**config.mk**
```make
export PLATFORM = sky130hd
export DESIGN_NAME = vu_level_ctrl
export DESIGN_NICKNAME = d
export VERILOG_FILES = /design/src/rtl/vu_level_ctrl.sv
export SDC_FILE = /design/constraint.sdc
export NUM_CORES = 1
export LEC_CHECK = 0
export ABC_AREA = 1
export ABC_CLOCK_PERIOD_IN_PS = 8600
export CORE_ASPECT_RATIO = 0.75
export CORE_MARGIN = 3
export CORE_UTILIZATION = 25
export CTS_CLUSTER_SIZE = 10
export DETAILED_ROUTE_END_ITERATION = 6
export GPL_ROUTABILITY_DRIVEN = 0
export SYNTH_ARGS = -nofsm -noshare
export SYNTH_HDL_FRONTEND = slang
export SYNTH_SLANG_ARGS = --single-unit
```
**constraint.sdc**
```tcl
create_clock -name clock -period 8.6 [get_ports clock]
set_input_delay 1.29 -clock clock [delete_from_list [all_inputs] [get_ports clock]]
set_output_delay 1.29 -clock clock [all_outputs]
set_load 0.05 [all_outputs]
```
**src/rtl/vu_level_ctrl.sv**
```systemverilog
// VU meter level controller: per-frame max of received samples, committed
// at vertical blanking with instant attack, linear decay and peak hold.
module vu_level_ctrl #(
    parameter bit          SIGNED_IN        = 1'b0,
    parameter int unsigned DECAY_STEP       = 4,
    parameter int unsigned PEAK_DECAY       = 2,
    parameter int unsigned PEAK_HOLD_FRAMES = 30
) (
    input  logic       clock,
    input  logic       reset,
    input  logic       enable,
    input  logic [7:0] sample,
    input  logic       sample_valid,
    input  logic       sample_error,
    input  logic       frame_start,
    output logic [7:0] level,
    output logic [7:0] peak,
    output logic       level_update,
    output logic [3:0] err_count
);

    typedef enum logic [1:0] {
        IDLE,
        CALC,
        PUBLISH
    } state_e;

    state_e     state_q, state_d;
    logic [7:0] frame_max_q, frame_max_d;
    logic [7:0] snap_q, snap_d;
    logic [7:0] level_q, level_d;
    logic [7:0] peak_q, peak_d;
    logic [5:0] hold_q, hold_d;
    logic [3:0] err_q, err_d;
    logic       upd_q, upd_d;

    logic [7:0] abs8;
    logic [7:0] mag;
    logic       accepted;
    logic       errored;
    logic       start;

    logic [8:0] lvl_dec;
    logic [8:0] pk_dec;
    logic [7:0] lvl_dec_c;
    logic [7:0] pk_dec_c;
    logic [7:0] level_n;
    logic [7:0] peak_n;
    logic [5:0] hold_n;

    assign accepted = enable & sample_valid & ~sample_error;
    assign errored  = enable & sample_valid & sample_error;
    assign start    = enable & frame_start & (state_q == IDLE);

    // Signed input: |s|*2, where only -128 overflows 8 bits
    always_comb begin
        abs8 = sample[7] ? (8'd0 - sample) : sample;
        if (SIGNED_IN) begin
            mag = abs8[7] ? 8'hFF : {abs8[6:0], 1'b0};
        end else begin
            mag = sample;
        end
    end

    always_comb begin
        lvl_dec   = {1'b0, level_q} - 9'(DECAY_STEP);
        pk_dec    = {1'b0, peak_q} - 9'(PEAK_DECAY);
        lvl_dec_c = lvl_dec[8] ? 8'd0 : lvl_dec[7:0];
        pk_dec_c  = pk_dec[8] ? 8'd0 : pk_dec[7:0];

        if (snap_q >= level_q) begin
            level_n = snap_q;
        end else begin
            level_n = (snap_q > lvl_dec_c) ? snap_q : lvl_dec_c;
        end

        hold_n = hold_q;
        if (snap_q >= peak_q) begin
            peak_n = snap_q;
            hold_n = 6'(PEAK_HOLD_FRAMES);
        end else if (hold_q != 6'd0) begin
            peak_n = peak_q;
            hold_n = hold_q - 6'd1;
        end else begin
            peak_n = (level_n > pk_dec_c) ? level_n : pk_dec_c;
        end

        if (level_n > peak_n) begin
            peak_n = level_n;
        end
    end

    always_comb begin
        state_d     = state_q;
        frame_max_d = frame_max_q;
        snap_d      = snap_q;
        level_d     = level_q;
        peak_d      = peak_q;
        hold_d      = hold_q;
        err_d       = err_q;
        upd_d       = 1'b0;

        if (errored && err_q != 4'hF) begin
            err_d = err_q + 4'd1;
        end
        if (accepted && mag > frame_max_q) begin
            frame_max_d = mag;
        end

        unique case (state_q)
            IDLE: begin
                if (start) begin
                    snap_d      = frame_max_q;
                    frame_max_d = accepted ? mag : 8'd0;
                    state_d     = CALC;
                end
            end
            CALC: begin
                level_d = level_n;
                peak_d  = peak_n;
                hold_d  = hold_n;
                upd_d   = 1'b1;
                state_d = PUBLISH;
            end
            PUBLISH: begin
                state_d = IDLE;
            end
            default: begin
                state_d = IDLE;
            end
        endcase
    end

    always_ff @(posedge clock or negedge reset) begin
        if (!reset) begin
            state_q     <= IDLE;
            frame_max_q <= 8'd0;
            snap_q      <= 8'd0;
            level_q     <= 8'd0;
            peak_q      <= 8'd0;
            hold_q      <= 6'd0;
            err_q       <= 4'd0;
            upd_q       <= 1'b0;
        end else begin
            state_q     <= state_d;
            frame_max_q <= frame_max_d;
            snap_q      <= snap_d;
            level_q     <= level_d;
            peak_q      <= peak_d;
            hold_q      <= hold_d;
            err_q       <= err_d;
            upd_q       <= upd_d;
        end
    end

    assign level        = level_q;
    assign peak         = peak_q;
    assign level_update = upd_q;
    assign err_count    = err_q;

endmodule

```
* Yosys cells after proc, flatten, opt, wreduce, memory -nomap -nowiden *
Cells that the tools add are included.
W data, S select, Z words.

storage, ports and cells
  bits in registers = 45
  bits of input ports = 14
  logic and storage cells = 51

cells by class
  add/subtract/negate cells = 4
  $lt $le $gt $ge = 6
  eq/ne operators = 3
  multiplexer cells = 17
  bitwise operators = 6
  reductions and logical operators = 7

operators by type and width
  kind                   number
  $mux W8                12
  $gt A8 B8 Y1           4
  $ge A8 B8 Y1           2
  $mux W6                2
  $sub A8 B2 Y9 const B  1
  $sub A8 B3 Y9 const B  1
  $reduce_bool A6 Y1     1
  $sub A6 B1 Y6 const B  1
  $and A1 B1 Y1          5
  $add A4 B1 Y4 const B  1
  $ne A4 B4 Y1 const B   1
  $pmux W2 S2            1
  $reduce_and A2 Y1      2
  $eq A2 B1 Y1 const B   1
  $logic_and A1 B1 Y1    2
  $logic_not A2 Y1       1
  $mux W2                1
  $ne A2 B2 Y1 const B   1
  $reduce_bool A2 Y1     1
  $mux W1                1
  $not A1 Y1             1

* Logic depth before layout (Yosys ltp) *
  depth after elaboration = 11
  gate-level depth with buffers = 44
  mapped depth without buffers = 43

* Least setup slack after synthesis *
No wires, ideal clock.

  path kind = register to register
  start point = register level_q[2], in the netlist level[2]
  end point = register peak_q[3], in the netlist peak[3]
  arrival time = 5336 ps
  required time = 8482 ps
  slack = 3146 ps
  cell stages (with the launch flop) = 36
  buffers on the path = 1
  clock period less this slack = 5454 ps
  path through = dfrtp_1 -> inv_1 -> ha_1 -> nand3_4 -> nor2_4 -> o21ai_0 -> o21ai_0 -> ha_1 -> nand2_1 -> nor2_1 -> nand2_1 -> nand2_1 -> nand2_2 -> nand2_2 -> clkinv_1 -> o21ai_0 -> inv_1 -> ha_1 -> a21oi_1 -> nor2_1 -> a211oi_1 -> nand2_2 -> nand2_4 -> buf_2 -> o21ai_0 -> a21oi_1 -> o22ai_1 -> ha_1 -> a21oi_1 -> nor2_1 -> a211oi_1 -> nand2_4 -> nand2_4 -> nand2_1 -> nand3_1 -> nand2_1

between the ends
  longest elaborated chain between the ends = 11

RTL lines
  item                      RTL line  RTL
  start: declaration        31        logic [7:0] level_q, level_d;
  start signal: assignment  148       level_q <= level_d;
  $sub A8 B3 Y9             66        lvl_dec = {1'b0, level_q} - 9'(DECAY_STEP);
  $mux W8                   68        lvl_dec_c = lvl_dec[8] ? 8'd0 : lvl_dec[7:0];
  $gt A8 B8 Y1              74        level_n = (snap_q > lvl_dec_c) ? snap_q : lvl_dec_c;
  $mux W8                   74
  $mux W8 *                 71        if (snap_q >= level_q) begin
  via level_n[5]            47        logic [7:0] level_n;
  $gt A8 B8 Y1              85        peak_n = (level_n > pk_dec_c) ? level_n : pk_dec_c;
  $mux W8                   85
  $mux W8                   81        end else if (hold_q != 6'd0) begin
  $mux W8                   78        if (snap_q >= peak_q) begin
  $gt A8 B8 Y1              88        if (level_n > peak_n) begin
  $mux W8 *                 88
  end signal: assignment    149       peak_q <= peak_d;
  end: declaration          32        logic [7:0] peak_q, peak_d;

Mark *: on every way through the listed nets, which the timed path passes. The rest lies on a longest branch.
A chain may end at the register's enable or synchronous reset.

* Final worst setup path *
  start point = register level_q[2], in the netlist level[2]
  end point = register peak_q[6], in the netlist peak[6]

The elaborated chain is that of the path after synthesis.

==> results.yml <==
synth:
  ys_ff_latch: 45
  synth_most_common_cell: "nand2_1"
  ys.warnings.count: 0
  async_flop_share: 1.00
  postSynthAreaPerCell_um2: 7.46
  netlist_area_mm2: 0.00383
  synth_cells: 514
  ys_types: 42
  synth_flop_cell: "dfrtp_1"
  netlist_top_cells_area: "dfrtp_1 (29%), ha_1 (16%), nand2_1 (12%)"
  synth_fp_nets: 576
  synth-seq-area-share: 0.294
  synth_top_cells_by_count: "nand2_1 (126), inv_1 (62), ha_1 (48)"
  yosysTopAreaCell: "dfrtp_1"
  synth_edf_count: 0
  synth_top_area_share: 0.294
sta:
  whs_ps: 457
  fin_ws_ps: 2790
  slew_headroom: 0.433
  hold_viol_final: 0
  finalCritPeriodShare: 0.675
  max_freq_ghz: 0.172
  rsz0062_at_grt: "false"
  min_period_ps: 5810
  tightest_slew_ps: 848
  drv_slew: 0
  setup_viol: 0
  clock_skew_ps: 8.94
  finalSetupTns_ps: 0
drt:
  drt.antenna.violating_nets: 0
  vias: 3402
  drcViolationCount: 0
  drtIter0Drc: 181
  routed_via_density: 4.52
  wl_per_cell_um: 13.1
  drt-total-wl_um: 9860
  drt_first_pass_iters: 5
worst_setup_path:
  start_kind: "register"
  critPathArrivalTime_ps: 5990
  path_buf_inv: 3
  reg2reg_depth: 34
  cp-end-kind: "register"
  slowest_stage: "o21ai_0"
  r2r-start: "level[2]$_DFFE_PN0P_"
  worstSetupPathType: "register to register"
  r2r_end: "peak[6]$_DFFE_PN0P_"
  critPathMaxFanout: 14
  r2r_slack_ps: 2790
  critical_path_required_ps: 8780
  crit_top_cell: "nand2_1"
  cp_top_family: "compound AO/OA/AOI/OAI gates"
  max_stage_delay_ps: 590
clock_network:
  root_buffer: "clkbuf_16"
  ctsResizeCount: 0
  cts_setup_buffers: 0
  clk_latency_ps: 290
  clock_sinks: 45
  cts_hold_buf: 0
  cts_buffer_depth: 2
  cts_max_level: 2
  cts_tree: "built"
  clk_pin_slew_ps: 70
  cts_buffers: 5
worst_hold_path:
  min_to: "state_q[1]$_DFFE_PN0P_"
  hold_start: "state_q[1]$_DFFE_PN0P_"
  hold_depth: 1
  hold_class: "register to register"
layout:
  final_util: 0.312
  area_growth_pct: 20.1
  layout-drive-gt1-share: 0.107
  diodes: 0
  nets: 613
global_routing:
  gr-usage-all-layers: 0.120
  grt_max_degree: 46
  grt_pass1_vias: 3127
  antenna_found_initial: 0
  overflow: 0
  grt_pass1_wl_um: 16300
placement:
  dp_hpwl_um: 7710
  post-place-ws_ps: 2890
  numPortBuffers: 34
status:
  status: "finished clean"
floorplanning:
  die_h_um: 113
  core_region_area_mm2: 0.0147
  fp.dieW_um: 149
  fp-row-count: 38
  die_area_mm2: 0.0169
  start_util: 0.260
  ios: 35
job:
  cap_violations: 0
==> cell usage in the layout, fill, tap and decap left out, types with 8 or more instances in the layout <==
| cell | synthesis | routed |
|---|---|---|
| o21ai_0 | 42 | 42 |
| nand2_2 | 13 | 13 |
| nand3_1 | 44 | 44 |
| ha_1 | 48 | 48 |
| inv_1 | 62 | 62 |
| clkdlybuf4s50_1 | 0 | 33 |
| mux2_2 | 8 | 8 |
| nor2_1 | 27 | 27 |
| nand2_1 | 126 | 126 |
| dfrtp_1 | 45 | 45 |
| a21oi_1 | 28 | 28 |
==> flip-flops by register name (all words and copies together) (netlist names) <==
register and flops:
err_count 4, peak 8, snap_q 8, frame_max_q 8
state_q 2, level_update 1, hold_q 6, level 8
==> worst reg2reg max path, delay by kind of cell (launching register included) <==
kind	cells	cell delay, ps
AO/OA/AOI/OAI	10	2110
AND/OR/NAND/NOR	17	1610
adder cells (fa/ha/maj)	4	1160
buffers and inverters	3	500
flip-flops	1	340
==> cell families after synthesis <==
| family | after synthesis | share of synthesized area |
|---|---|---|
| simple gates | 240 | 0.302 |
| compound gates | 91 | 0.135 |
| buf+inv | 77 | 0.0777 |
| fa+ha+maj | 48 | 0.157 |
| flops | 45 | 0.294 |
| mux | 8 | 0.0235 |
| xor+xnor | 5 | 0.0114 |
==> layout make-up <==
class,instances,area [um^2]
Tap cell,200,250
Inverter,69,259
Sequential cell,45,1130
Fill cell,1624,10100
Clock buffer,5,125
Timing Repair Buffer,38,365
Clock inverter,3,68.8
Multi-Input combinational cell,392,2410
==> how the worst max path moves through the flow <==
stage                                     from                  end  slack [ps]  cells after the start
after floorplan           level[2]$_DFFE_PN0P_  peak[3]$_DFFE_PN0P_        3150                     35
after global placement    level[2]$_DFFE_PN0P_  peak[7]$_DFFE_PN0P_        2940                     34
after detailed placement  level[2]$_DFFE_PN0P_  peak[3]$_DFFE_PN0P_        2890                     34
after CTS                 level[2]$_DFFE_PN0P_  peak[6]$_DFFE_PN0P_        2870                     34
after global routing      level[2]$_DFFE_PN0P_  peak[4]$_DFFE_PN0P_        2240                     34
final                     level[2]$_DFFE_PN0P_  peak[6]$_DFFE_PN0P_        2790                     34
==> metrics by stage <==
stage	cells	instance area, um^2
after detailed placement	744	4410
after CTS	752	4600
after global placement	744	4410
after global routing	752	4600
after floorplan	514	3830
final	752	4600
==> per-layer routing <==
metal | track usage | part of all wire | vias up
met4 | 0.0250 | 0.011 | 0
met1 | 0.181 | 0.53 | 1530
met3 | 0.0224 | 0.052 | 10
met2 | 0.178 | 0.41 | 73
met5 | 0 | 0 | -
li1 | - | - | 1789
Power is left out: the tool's default activity adds up to more than one toggle a clock period on the data nets, which glitch-free logic cannot reach.
